## src/rtl/rca_seq_ctrl.sv

```systemverilog
// Byte-serial W-bit adder sequencer driving one external 8-bit ripple carry adder.
// Optional macro RCA_SEQ_CTRL_SUB_EN adds an in_sub port for A-B subtraction.
module rca_seq_ctrl #(
  parameter int NBYTES = 4
) (
  input  logic                  clk,
  input  logic                  rst,
  input  logic                  in_valid,
  output logic                  in_ready,
  input  logic [8*NBYTES-1:0]   in_a,
  input  logic [8*NBYTES-1:0]   in_b,
  input  logic                  in_cin,
`ifdef RCA_SEQ_CTRL_SUB_EN
  input  logic                  in_sub,
`endif
  output logic                  out_valid,
  input  logic                  out_ready,
  output logic [8*NBYTES-1:0]   out_sum,
  output logic                  out_cout,
  output logic                  busy,
  output logic [7:0]            add_x,
  output logic [7:0]            add_y,
  output logic                  add_cin,
  input  logic [7:0]            add_sum,
  input  logic                  add_cout
);

  localparam int W  = 8 * NBYTES;
  localparam int IW = (NBYTES > 1) ? $clog2(NBYTES) : 1;

  typedef enum logic [1:0] {
    IDLE = 2'd0,
    RUN  = 2'd1,
    DONE = 2'd2
  } state_t;

  state_t          state_r, next_state_s;
  logic [W-1:0]    a_r, b_r, sum_r, out_sum_r, sum_next_s;
  logic            carry_r, out_cout_r;
  logic [IW-1:0]   idx_r;
  logic            in_ready_r, out_valid_r, busy_r;
  logic            last_byte_s;
  logic [7:0]      a_byte_s, b_byte_s;
`ifdef RCA_SEQ_CTRL_SUB_EN
  logic            sub_r;
`endif

  function automatic logic [7:0] byte_sel(input logic [W-1:0] vec, input logic [IW-1:0] idx);
    logic [7:0] r;
    r = 8'd0;
    for (int i = 0; i < NBYTES; i++) begin
      if (idx == IW'(i)) r = vec[8*i +: 8];
      else               r = r;
    end
    return r;
  endfunction

  assign last_byte_s = (idx_r == IW'(NBYTES - 1));
  assign a_byte_s    = byte_sel(a_r, idx_r);
  assign b_byte_s    = byte_sel(b_r, idx_r);

  // Next-state decode
  always_comb begin
    next_state_s = state_r;
    case (state_r)
      IDLE:    if (in_valid)    next_state_s = RUN;  else next_state_s = IDLE;
      RUN:     if (last_byte_s) next_state_s = DONE; else next_state_s = RUN;
      DONE:    if (out_ready)   next_state_s = IDLE; else next_state_s = DONE;
      default: next_state_s = IDLE;
    endcase
  end

  // Adder operand drive; zero outside RUN so the adder sees a quiet bus
  always_comb begin
    add_x   = 8'd0;
    add_y   = 8'd0;
    add_cin = 1'b0;
    if (state_r == RUN) begin
      add_x   = a_byte_s;
`ifdef RCA_SEQ_CTRL_SUB_EN
      add_y   = sub_r ? ~b_byte_s : b_byte_s;
`else
      add_y   = b_byte_s;
`endif
      add_cin = carry_r;
    end else begin
      add_x   = 8'd0;
      add_y   = 8'd0;
      add_cin = 1'b0;
    end
  end

  // Merge the adder's byte into the running sum at the current index
  always_comb begin
    sum_next_s = sum_r;
    for (int i = 0; i < NBYTES; i++) begin
      if (idx_r == IW'(i)) sum_next_s[8*i +: 8] = add_sum;
      else                 sum_next_s[8*i +: 8] = sum_r[8*i +: 8];
    end
  end

  // State, datapath and registered handshake outputs
  always_ff @(posedge clk) begin
    if (rst) begin
      state_r     <= IDLE;
      a_r         <= '0;
      b_r         <= '0;
      sum_r       <= '0;
      carry_r     <= 1'b0;
      idx_r       <= '0;
      out_sum_r   <= '0;
      out_cout_r  <= 1'b0;
      in_ready_r  <= 1'b1;
      out_valid_r <= 1'b0;
      busy_r      <= 1'b0;
`ifdef RCA_SEQ_CTRL_SUB_EN
      sub_r       <= 1'b0;
`endif
    end else begin
      state_r     <= next_state_s;
      in_ready_r  <= (next_state_s == IDLE);
      out_valid_r <= (next_state_s == DONE);
      busy_r      <= (next_state_s != IDLE);
      case (state_r)
        IDLE: begin
          if (in_valid) begin
            a_r   <= in_a;
            b_r   <= in_b;
            idx_r <= '0;
`ifdef RCA_SEQ_CTRL_SUB_EN
            sub_r   <= in_sub;
            carry_r <= in_sub ? 1'b1 : in_cin;
`else
            carry_r <= in_cin;
`endif
          end
        end
        RUN: begin
          sum_r   <= sum_next_s;
          carry_r <= add_cout;
          if (last_byte_s) begin
            out_sum_r  <= sum_next_s;
            out_cout_r <= add_cout;
          end else begin
            idx_r <= idx_r + IW'(1);
          end
        end
        DONE: begin
          out_sum_r <= out_sum_r;
        end
        default: begin
          out_sum_r <= out_sum_r;
        end
      endcase
    end
  end

  assign in_ready  = in_ready_r;
  assign out_valid = out_valid_r;
  assign out_sum   = out_sum_r;
  assign out_cout  = out_cout_r;
  assign busy      = busy_r;

endmodule

```

## config.mk

```make
export PLATFORM = sky130hd
export DESIGN_NAME = rca_seq_ctrl
export DESIGN_NICKNAME = d
export VERILOG_FILES = /design/src/rtl/rca_seq_ctrl.sv
export SDC_FILE = /design/constraint.sdc
export NUM_CORES = 1
export LEC_CHECK = 0
export ABC_AREA = 1
export BUFFER_PORTS_ARGS = -buffer_cell sky130_fd_sc_hd__buf_2
export CAP_MARGIN = 30
export CORE_UTILIZATION = 40
export DETAILED_ROUTE_END_ITERATION = 7
export PLACE_DENSITY_LB_ADDON = 0.08
export SKIP_LAST_GASP = 1
export SLEW_MARGIN = 20
export SYNTH_ARGS = -nofsm -noshare
export SYNTH_HDL_FRONTEND = slang
export SYNTH_SLANG_ARGS = --single-unit
```

## constraint.sdc

```tcl
create_clock -name clk -period 4.6 [get_ports clk]
set_clock_uncertainty 0.05 [all_clocks]
set_input_delay 0.69 -clock clk [delete_from_list [all_inputs] [get_ports clk]]
set_output_delay 0.69 -clock clk [all_outputs]
set_load 0.03 [all_outputs]
```

==> metrics.txt, run 1 <==
# TYPE chip_impl_metric gauge
chip_impl_info{name="outcome",value="complete, no violations"} 1
chip_impl_metric{name="number_of_nets_produced_by_synthesis",unit=""} 924
chip_impl_metric{name="design.final.nets",unit=""} 1030
chip_impl_info{name="path_class",value="register to primary output"} 1
chip_impl_info{name="synth_top_family_by_area",value="simple AND/OR/NAND/NOR gates"} 1
chip_impl_info{name="timing.hold.worst_endpoint",value="a_r[29]"} 1
chip_impl_metric{name="finish.utilization",unit="%"} 50.08
chip_impl_metric{name="dp_hpwl",unit="mm"} 9.906
chip_impl_info{name="ctsRootBufferMaster",value="clkbuf_16"} 1
chip_impl_metric{name="starting_utilization_of_the_core_area",unit="%"} 41.11
chip_impl_metric{name="1st_pass_router_iterations",unit=""} 4
chip_impl_metric{name="fmax",unit="GHz"} 0.3153
chip_impl_metric{name="initial_antenna_violation_count",unit=""} 2
chip_impl_metric{name="detail_route.wl_per_cell",unit="um"} 12.91
chip_impl_info{name="crit-reg2reg-capture",value="out_sum[0]"} 1
chip_impl_metric{name="synth_xor_area_share",unit="%"} 0
chip_impl_metric{name="hold_slack",unit="ns"} 0.4307
chip_impl_metric{name="io_buffers",unit=""} 130
chip_impl_info{name="critPathLaunchType",value="register"} 1
chip_impl_metric{name="global_route_wire_length_before_repair",unit="mm"} 23.09
chip_impl_metric{name="ctsHtreeMaxLevel",unit=""} 4
chip_impl_metric{name="design.core.area",unit="um2"} 13930
chip_impl_metric{name="crit_path_dat",unit="ns"} 2.43
chip_impl_metric{name="clockBufferDepth",unit=""} 2
chip_impl_info{name="rsz0062_at_grt",value="false"} 1
chip_impl_metric{name="share_of_cells_above_drive_strength_1",unit="%"} 19.35
chip_impl_metric{name="diodes",unit=""} 0
chip_impl_metric{name="cell_depth_of_the_worst_hold_path",unit=""} 2
chip_impl_metric{name="via_count",unit=""} 5286
chip_impl_metric{name="report.final.hold_viol_count",unit=""} 0
chip_impl_metric{name="r2r_setup_slack",unit="ns"} 2.62
chip_impl_metric{name="post_placement_cell_area",unit="um2"} 6365
chip_impl_metric{name="muxShareOfSynthArea",unit="%"} 0
chip_impl_metric{name="clkSinkCount",unit=""} 129
chip_impl_metric{name="grt_max_degree",unit=""} 65
chip_impl_metric{name="routed_via_density",unit=""} 4.633
chip_impl_metric{name="synthDistinctLibCells",unit=""} 22
chip_impl_metric{name="final_standard_cell_area_without_fillers",unit="um2"} 6978
chip_impl_metric{name="route.final.wire_length",unit="mm"} 14.73
chip_impl_info{name="hold_path_startpoint",value="a_r[29]"} 1
chip_impl_metric{name="timing.final.crit_period",unit="ns"} 3.172
chip_impl_metric{name="n_fill_cell",unit=""} 1479
chip_impl_metric{name="synth_simple_gate_area_share",unit="%"} 24.29
chip_impl_metric{name="maxCapViolCount",unit=""} 0
chip_impl_metric{name="cts_made_buffers",unit=""} 17
chip_impl_metric{name="drt_drc_violations_left",unit=""} 0
chip_impl_metric{name="drt_iter0_drc",unit=""} 281
chip_impl_metric{name="power_leakage",unit="uW"} 0.003349
chip_impl_metric{name="gp_weighted_congestion",unit=""} 0.7685
chip_impl_metric{name="cts_resized",unit=""} 0
chip_impl_info{name="hold_path_class",value="register to register"} 1
chip_impl_metric{name="die-area",unit="um2"} 14800
chip_impl_metric{name="vias_in_the_first_global_route",unit=""} 4745
chip_impl_metric{name="globalRoute.totalOverflow",unit=""} 0
chip_impl_metric{name="postSynthRegisterBits",unit=""} 129
chip_impl_metric{name="netlist_instances",unit=""} 842
chip_impl_metric{name="setup_tns",unit="ns"} 0
chip_impl_metric{name="core.rowCount",unit=""} 43
chip_impl_metric{name="reg2reg_depth",unit=""} 7
chip_impl_metric{name="postRouteAntennaNets",unit=""} 0
chip_impl_metric{name="yosysSeqAreaShare",unit="%"} 45.09
chip_impl_metric{name="die_h",unit="um"} 121.7
chip_impl_metric{name="grt_usage",unit="%"} 20.56
chip_impl_metric{name="chipWidth",unit="um"} 121.7
chip_impl_metric{name="setup_viol",unit=""} 0
chip_impl_info{name="setup.worst_path.end_class",value="primary output"} 1
chip_impl_metric{name="synth_adder_area_share",unit="%"} 0.8737
chip_impl_metric{name="worst-endpoint-required",unit="ns"} 3.86
chip_impl_metric{name="yosysWarnings",unit=""} 0
chip_impl_metric{name="area.growth.synth_to_final",unit="%"} 21.82
chip_impl_metric{name="power_density",unit="nW/um2"} 419.5
chip_impl_metric{name="critical_path.max_fanout",unit=""} 25
chip_impl_info{name="cts_tree",value="yes"} 1
chip_impl_metric{name="design.portCount",unit=""} 131
chip_impl_metric{name="synth_compound_gate_area_share",unit="%"} 17.85
chip_impl_metric{name="final_max_slew_viol_count",unit=""} 0
chip_impl_metric{name="synthesis.area",unit="um2"} 5728
chip_impl_metric{name="clk-insertion-delay-late",unit="ns"} 0.42
chip_impl_metric{name="synth_area_per_cell",unit="um2"} 6.803
chip_impl_metric{name="final_min_period_over_clock_period",unit="%"} 68.95
chip_impl_info{name="worst_reg2reg_path_startpoint",value="idx_r[0]"} 1
chip_impl_metric{name="slew-limit-headroom",unit="%"} 48.96
chip_impl_metric{name="clk_pin_slew_worst_paths",unit="ns"} 0.05
chip_impl_metric{name="cts.hold.buffers_added",unit=""} 0
chip_impl_metric{name="max-vdd-ir-drop",unit="uV"} 235.9
chip_impl_metric{name="post_cts.repair.setup_buffers",unit=""} 0
chip_impl_metric{name="max_slew.worst_pin.slew",unit="ns"} 0.7656
==> metal layers <==
| layer | GRT usage (%) | wire length, um | up-vias |
|---|---|---|---|
| met1 | 23.63 | 6392 | 2312 |
| met2 | 35.01 | 7183 | 133 |
| met5 | 0 | 20 | - |
| met4 | 8.642 | 249 | 4 |
| met3 | 6.601 | 885 | 22 |
| li1 | - | - | 2815 |
==> power breakdown <==
part	total (uW)	switching [uW]	internal [uW]
Sequential	1230	38.3	1190
Combinational	379	248	131
Clock	1320	476	841
Total	2930	762	2170
==> critical path, stage by stage (launching register included) <==
cell and delay, ns:
dfxtp_1 0.32, inv_1 0.10, ha_1 0.66, buf_4 0.38, a21oi_1 0.10, o21ai_0 0.10
nand2_1 0.09, nand2_1 0.07, buf_2 0.19
==> cells in the mapped netlist <==
master / instances / area (um2)
nand2_1: 176 / 660.6
ha_1: 4 / 50.05
o21ai_0: 131 / 655.6
nand3b_1: 1 / 7.510
o21ai_1: 1 / 5.000
inv_1: 96 / 360.4
buf_1: 3 / 11.26
nand2_2: 2 / 12.51
nand3_1: 2 / 10.01
dfxtp_1: 129 / 2582
nor2_4: 3 / 33.78
buf_2: 14 / 70.07
inv_2: 2 / 7.510
buf_4: 7 / 52.55
nor2_1: 172 / 645.6
nand3_2: 1 / 10.01
buf_6: 9 / 101.4
o21ai_2: 6 / 52.55
a21oi_1: 60 / 300.3
clkbuf_1: 21 / 78.83
nand2_4: 1 / 11.26
a21oi_2: 1 / 8.760
==> through the flow <==
| stage | power [uW] | instances | setup slack [ns] |
|---|---|---|---|
| after CTS | 2951 | 1139 | 1.290 |
| final | 2927 | 1141 | 1.428 |
| after global routing | 3055 | 1141 | 1.181 |
| after floorplan | 1515 | 842 | 2.430 |
| after detailed placement | 1632 | 1107 | 1.763 |
| after global placement | 1625 | 1106 | 1.744 |
==> worst max path at each step <==
stage,start,to,slack (ns),cells past startpoint
floorplan,idx_r[0],add_x[3],2.43,8
global placement,idx_r[0],add_y[4],1.74,7
detailed placement,idx_r[0],add_x[1],1.76,8
CTS,idx_r[0],add_x[1],1.29,8
global route,idx_r[1],add_x[7],1.18,8
finish,idx_r[1],add_x[7],1.43,8
==> kinds of logic (layout without fill, tap and decap cells) <==
group / Yosys count / count (layout)
flops: 129 / 129
buf+inv: 152 / 271
simple gates: 358 / 358
compound gates: 199 / 199
fa+ha+maj: 4 / 4
==> sequential cells by signal (all words and copies together) (netlist names) <==
| signal | flops |
|---|---|
| in_ready | 1 |
| out_sum | 32 |
| idx_r | 2 |
| b_r | 32 |
| out_cout | 1 |
| a_r | 32 |
| out_valid | 1 |
| sum_r | 24 |
| busy | 1 |
| state_r | 2 |
| carry_r | 1 |
==> cells in the final DEF, fill, tap and decap left out <==
cell type,instances
clkbuf_8,7
clkbuf_16,17
nand3_2,1
inv_1,95
bufinv_16,1
ha_1,4
nor2_1,172
inv_2,3
dfxtp_1,129
buf_6,1
buf_4,8
a21oi_1,60
nand2_4,1
buf_12,1
a21oi_2,1
nand2_2,2
clkinv_2,3
o21ai_0,131
o21ai_1,1
nand3b_1,1
nand2_1,176
clkbuf_1,4
nand3_1,2
nor2_4,3
buf_2,130
o21ai_2,6
buf_8,1
==> final cells by class <==
| type | instances | area [um2] | share of cell area, % |
|---|---|---|---|
| Inverter | 98 | 367.9 | 5.272 |
| Timing Repair Buffer | 141 | 757.0 | 10.85 |
| Tap cell | 180 | 225.2 | 3.228 |
| Sequential cell | 129 | 2582 | 37.01 |
| Multi-Input combinational cell | 561 | 2464 | 35.31 |
| Clock buffer | 28 | 536.8 | 7.692 |
| Clock inverter | 4 | 45.04 | 0.6455 |
(Power assumes the default switching activity.)
==> run 2: changes to the inputs <==
Clock period 4.6 ns to 3.1 ns, I/O delays scaled along.
==> metrics.txt, run 2 (same netlist as run 1, synthesis figures left out) <==
# TYPE chip_impl_metric gauge
chip_impl_metric{name="dp_hpwl",unit="mm"} 9.757
chip_impl_metric{name="timing.final.crit_period",unit="ns"} 2.804
chip_impl_metric{name="drt_iter0_drc",unit=""} 292
chip_impl_metric{name="grt_usage",unit="%"} 20.65
chip_impl_metric{name="cts_made_buffers",unit=""} 17
chip_impl_info{name="cp_cell_sequence",value="inv_1, ha_1, buf_4, nand2_1, o21ai_0, nand2_1, nand2_1, buf_2"} 1
chip_impl_info{name="ctsRootBufferMaster",value="clkbuf_16"} 1
chip_impl_metric{name="area.growth.synth_to_final",unit="%"} 23.61
chip_impl_metric{name="fmax",unit="GHz"} 0.3566
chip_impl_metric{name="postRouteAntennaNets",unit=""} 0
chip_impl_metric{name="p_total",unit="uW"} 4644
chip_impl_info{name="crit_top_cell",value="nand2_1"} 1
chip_impl_info{name="cts_tree",value="yes"} 1
chip_impl_metric{name="max-vdd-ir-drop",unit="uV"} 354.8
chip_impl_metric{name="final_standard_cell_area_without_fillers",unit="um2"} 7081
chip_impl_metric{name="report.final.hold_viol_count",unit=""} 0
chip_impl_metric{name="design.core.area",unit="um2"} 13930
chip_impl_metric{name="max_slew.worst_pin.slew",unit="ns"} 0.6000
chip_impl_info{name="library_cell_contributing_the_largest_single_delay_on_the_critical_path",value="ha_1"} 1
chip_impl_info{name="setup.worst_path.end_class",value="primary output"} 1
chip_impl_metric{name="setup_tns",unit="ns"} 0
chip_impl_metric{name="drt_drc_violations_left",unit=""} 0
chip_impl_metric{name="crit_path_max_incr_delay",unit="ns"} 0.45
chip_impl_metric{name="power_density",unit="nW/um2"} 655.9
chip_impl_metric{name="detail_route.wl_per_cell",unit="um"} 12.71
chip_impl_metric{name="1st_pass_router_iterations",unit=""} 4
chip_impl_metric{name="post_placement_cell_area",unit="um2"} 6415
chip_impl_metric{name="global_route_wire_length_before_repair",unit="mm"} 23.27
chip_impl_metric{name="setup_viol",unit=""} 0
chip_impl_metric{name="clk_pin_slew_worst_paths",unit="ns"} 0.05
chip_impl_info{name="rsz0062_at_grt",value="false"} 1
chip_impl_metric{name="diodes",unit=""} 0
chip_impl_metric{name="vias_in_the_first_global_route",unit=""} 4767
chip_impl_metric{name="globalRoute.totalOverflow",unit=""} 0
chip_impl_metric{name="core.rowCount",unit=""} 43
chip_impl_metric{name="io_buffers",unit=""} 130
chip_impl_info{name="outcome",value="complete, no violations"} 1
chip_impl_metric{name="die-area",unit="um2"} 14800
chip_impl_metric{name="design.final.nets",unit=""} 1029
chip_impl_info{name="final_common_cell",value="nand2_1"} 1
chip_impl_metric{name="die_h",unit="um"} 121.7
chip_impl_info{name="most_frequent_cells_in_the_layout",value="176 x nand2_1, 172 x nor2_1, 131 x o21ai_0"} 1
chip_impl_metric{name="clkSinkCount",unit=""} 129
chip_impl_info{name="path_class",value="register to primary output"} 1
chip_impl_metric{name="route.final.wire_length",unit="mm"} 14.49
chip_impl_metric{name="power_leakage",unit="uW"} 0.003367
chip_impl_info{name="hold_path_class",value="primary input to register"} 1
chip_impl_metric{name="design.portCount",unit=""} 131
chip_impl_info{name="critPathLaunchType",value="register"} 1
chip_impl_metric{name="clk-insertion-delay-late",unit="ns"} 0.42
chip_impl_metric{name="hold_slack",unit="ns"} 0.2345
chip_impl_metric{name="maxCapViolCount",unit=""} 0
chip_impl_metric{name="crit_path_dat",unit="ns"} 2.29
chip_impl_metric{name="chipWidth",unit="um"} 121.7
chip_impl_metric{name="post_cts.repair.setup_buffers",unit=""} 0
chip_impl_metric{name="slew-limit-headroom",unit="%"} 59.94
chip_impl_metric{name="share_of_cells_above_drive_strength_1",unit="%"} 19.69
chip_impl_metric{name="critical_path.max_fanout",unit=""} 11
chip_impl_metric{name="ctsHtreeMaxLevel",unit=""} 4
chip_impl_metric{name="grt_max_degree",unit=""} 67
chip_impl_metric{name="final_max_slew_viol_count",unit=""} 0
chip_impl_metric{name="gp_weighted_congestion",unit=""} 0.7969
chip_impl_metric{name="cts.hold.buffers_added",unit=""} 0
chip_impl_metric{name="final_min_period_over_clock_period",unit="%"} 90.46
chip_impl_metric{name="worst-endpoint-required",unit="ns"} 2.58
chip_impl_metric{name="initial_antenna_violation_count",unit=""} 1
chip_impl_metric{name="via_count",unit=""} 5246
chip_impl_metric{name="clockBufferDepth",unit=""} 2
chip_impl_metric{name="starting_utilization_of_the_core_area",unit="%"} 41.11
chip_impl_metric{name="routed_via_density",unit=""} 4.602
chip_impl_metric{name="cts_resized",unit=""} 0
[run 2: stage by stage]
| stage | instances | worst slack (ns) | util [%] |
|---|---|---|---|
| 2_1_floorplan | 842 | 1.155 | - |
| 3_3_place_gp | 1108 | 0.6967 | 46.04 |
| 3_5_place_dp | 1108 | 0.7109 | 46.04 |
| 4_1_cts | 1140 | 0.2492 | 50.81 |
| 5_1_grt | 1140 | 0.08567 | 50.81 |
| 6_report | 1140 | 0.2959 | 50.81 |
[run 2: layout make-up]
type	instances	area [um2]
Sequential cell	129	2582
Clock inverter	15	240.2
Multi-Input combinational cell	561	2464
Tap cell	180	225.2
Fill cell	1485	6854
Clock buffer	17	425.4
Inverter	98	367.9
Timing Repair Buffer	140	775.7
[run 2: worst paths after layout]
kind,start,end,slack [ns],cells after the start
max,idx_r[0],add_y[5],0.30,8
min,rst,state_r[1],0.23,2
max reg2reg,idx_r[0],out_sum[22],1.17,7
min reg2reg,b_r[19],b_r[19],0.43,2
[run 2: report_power, final]
group	internal, uW	total [uW]	switching [uW]
Clock	1500	2250	749
Sequential	1770	1820	54.5
Combinational	199	573	374
Total	3470	4640	1180
[run 2: worst max-delay path: cells and delay by family, from the launching register on]
family,cells,cell delay [ns]
compound gates,1,0.32
fa+ha+maj,1,0.45
simple gates,3,0.21
flops,1,0.33
buf+inv,3,0.54
[run 2: per-layer routing]
| metal | vias up | share of wire (%) | routed length, um | global-route usage (%) |
|---|---|---|---|---|
| met3 | 16 | 4.4 | 636 | 5.197 |
| met4 | 2 | 1.2 | 172 | 7.485 |
| met1 | 2283 | 46 | 6608 | 24.76 |
| met5 | - | 0.069 | 10 | 0 |
| li1 | 2821 | - | - | - |
| met2 | 124 | 49 | 7061 | 35.55 |
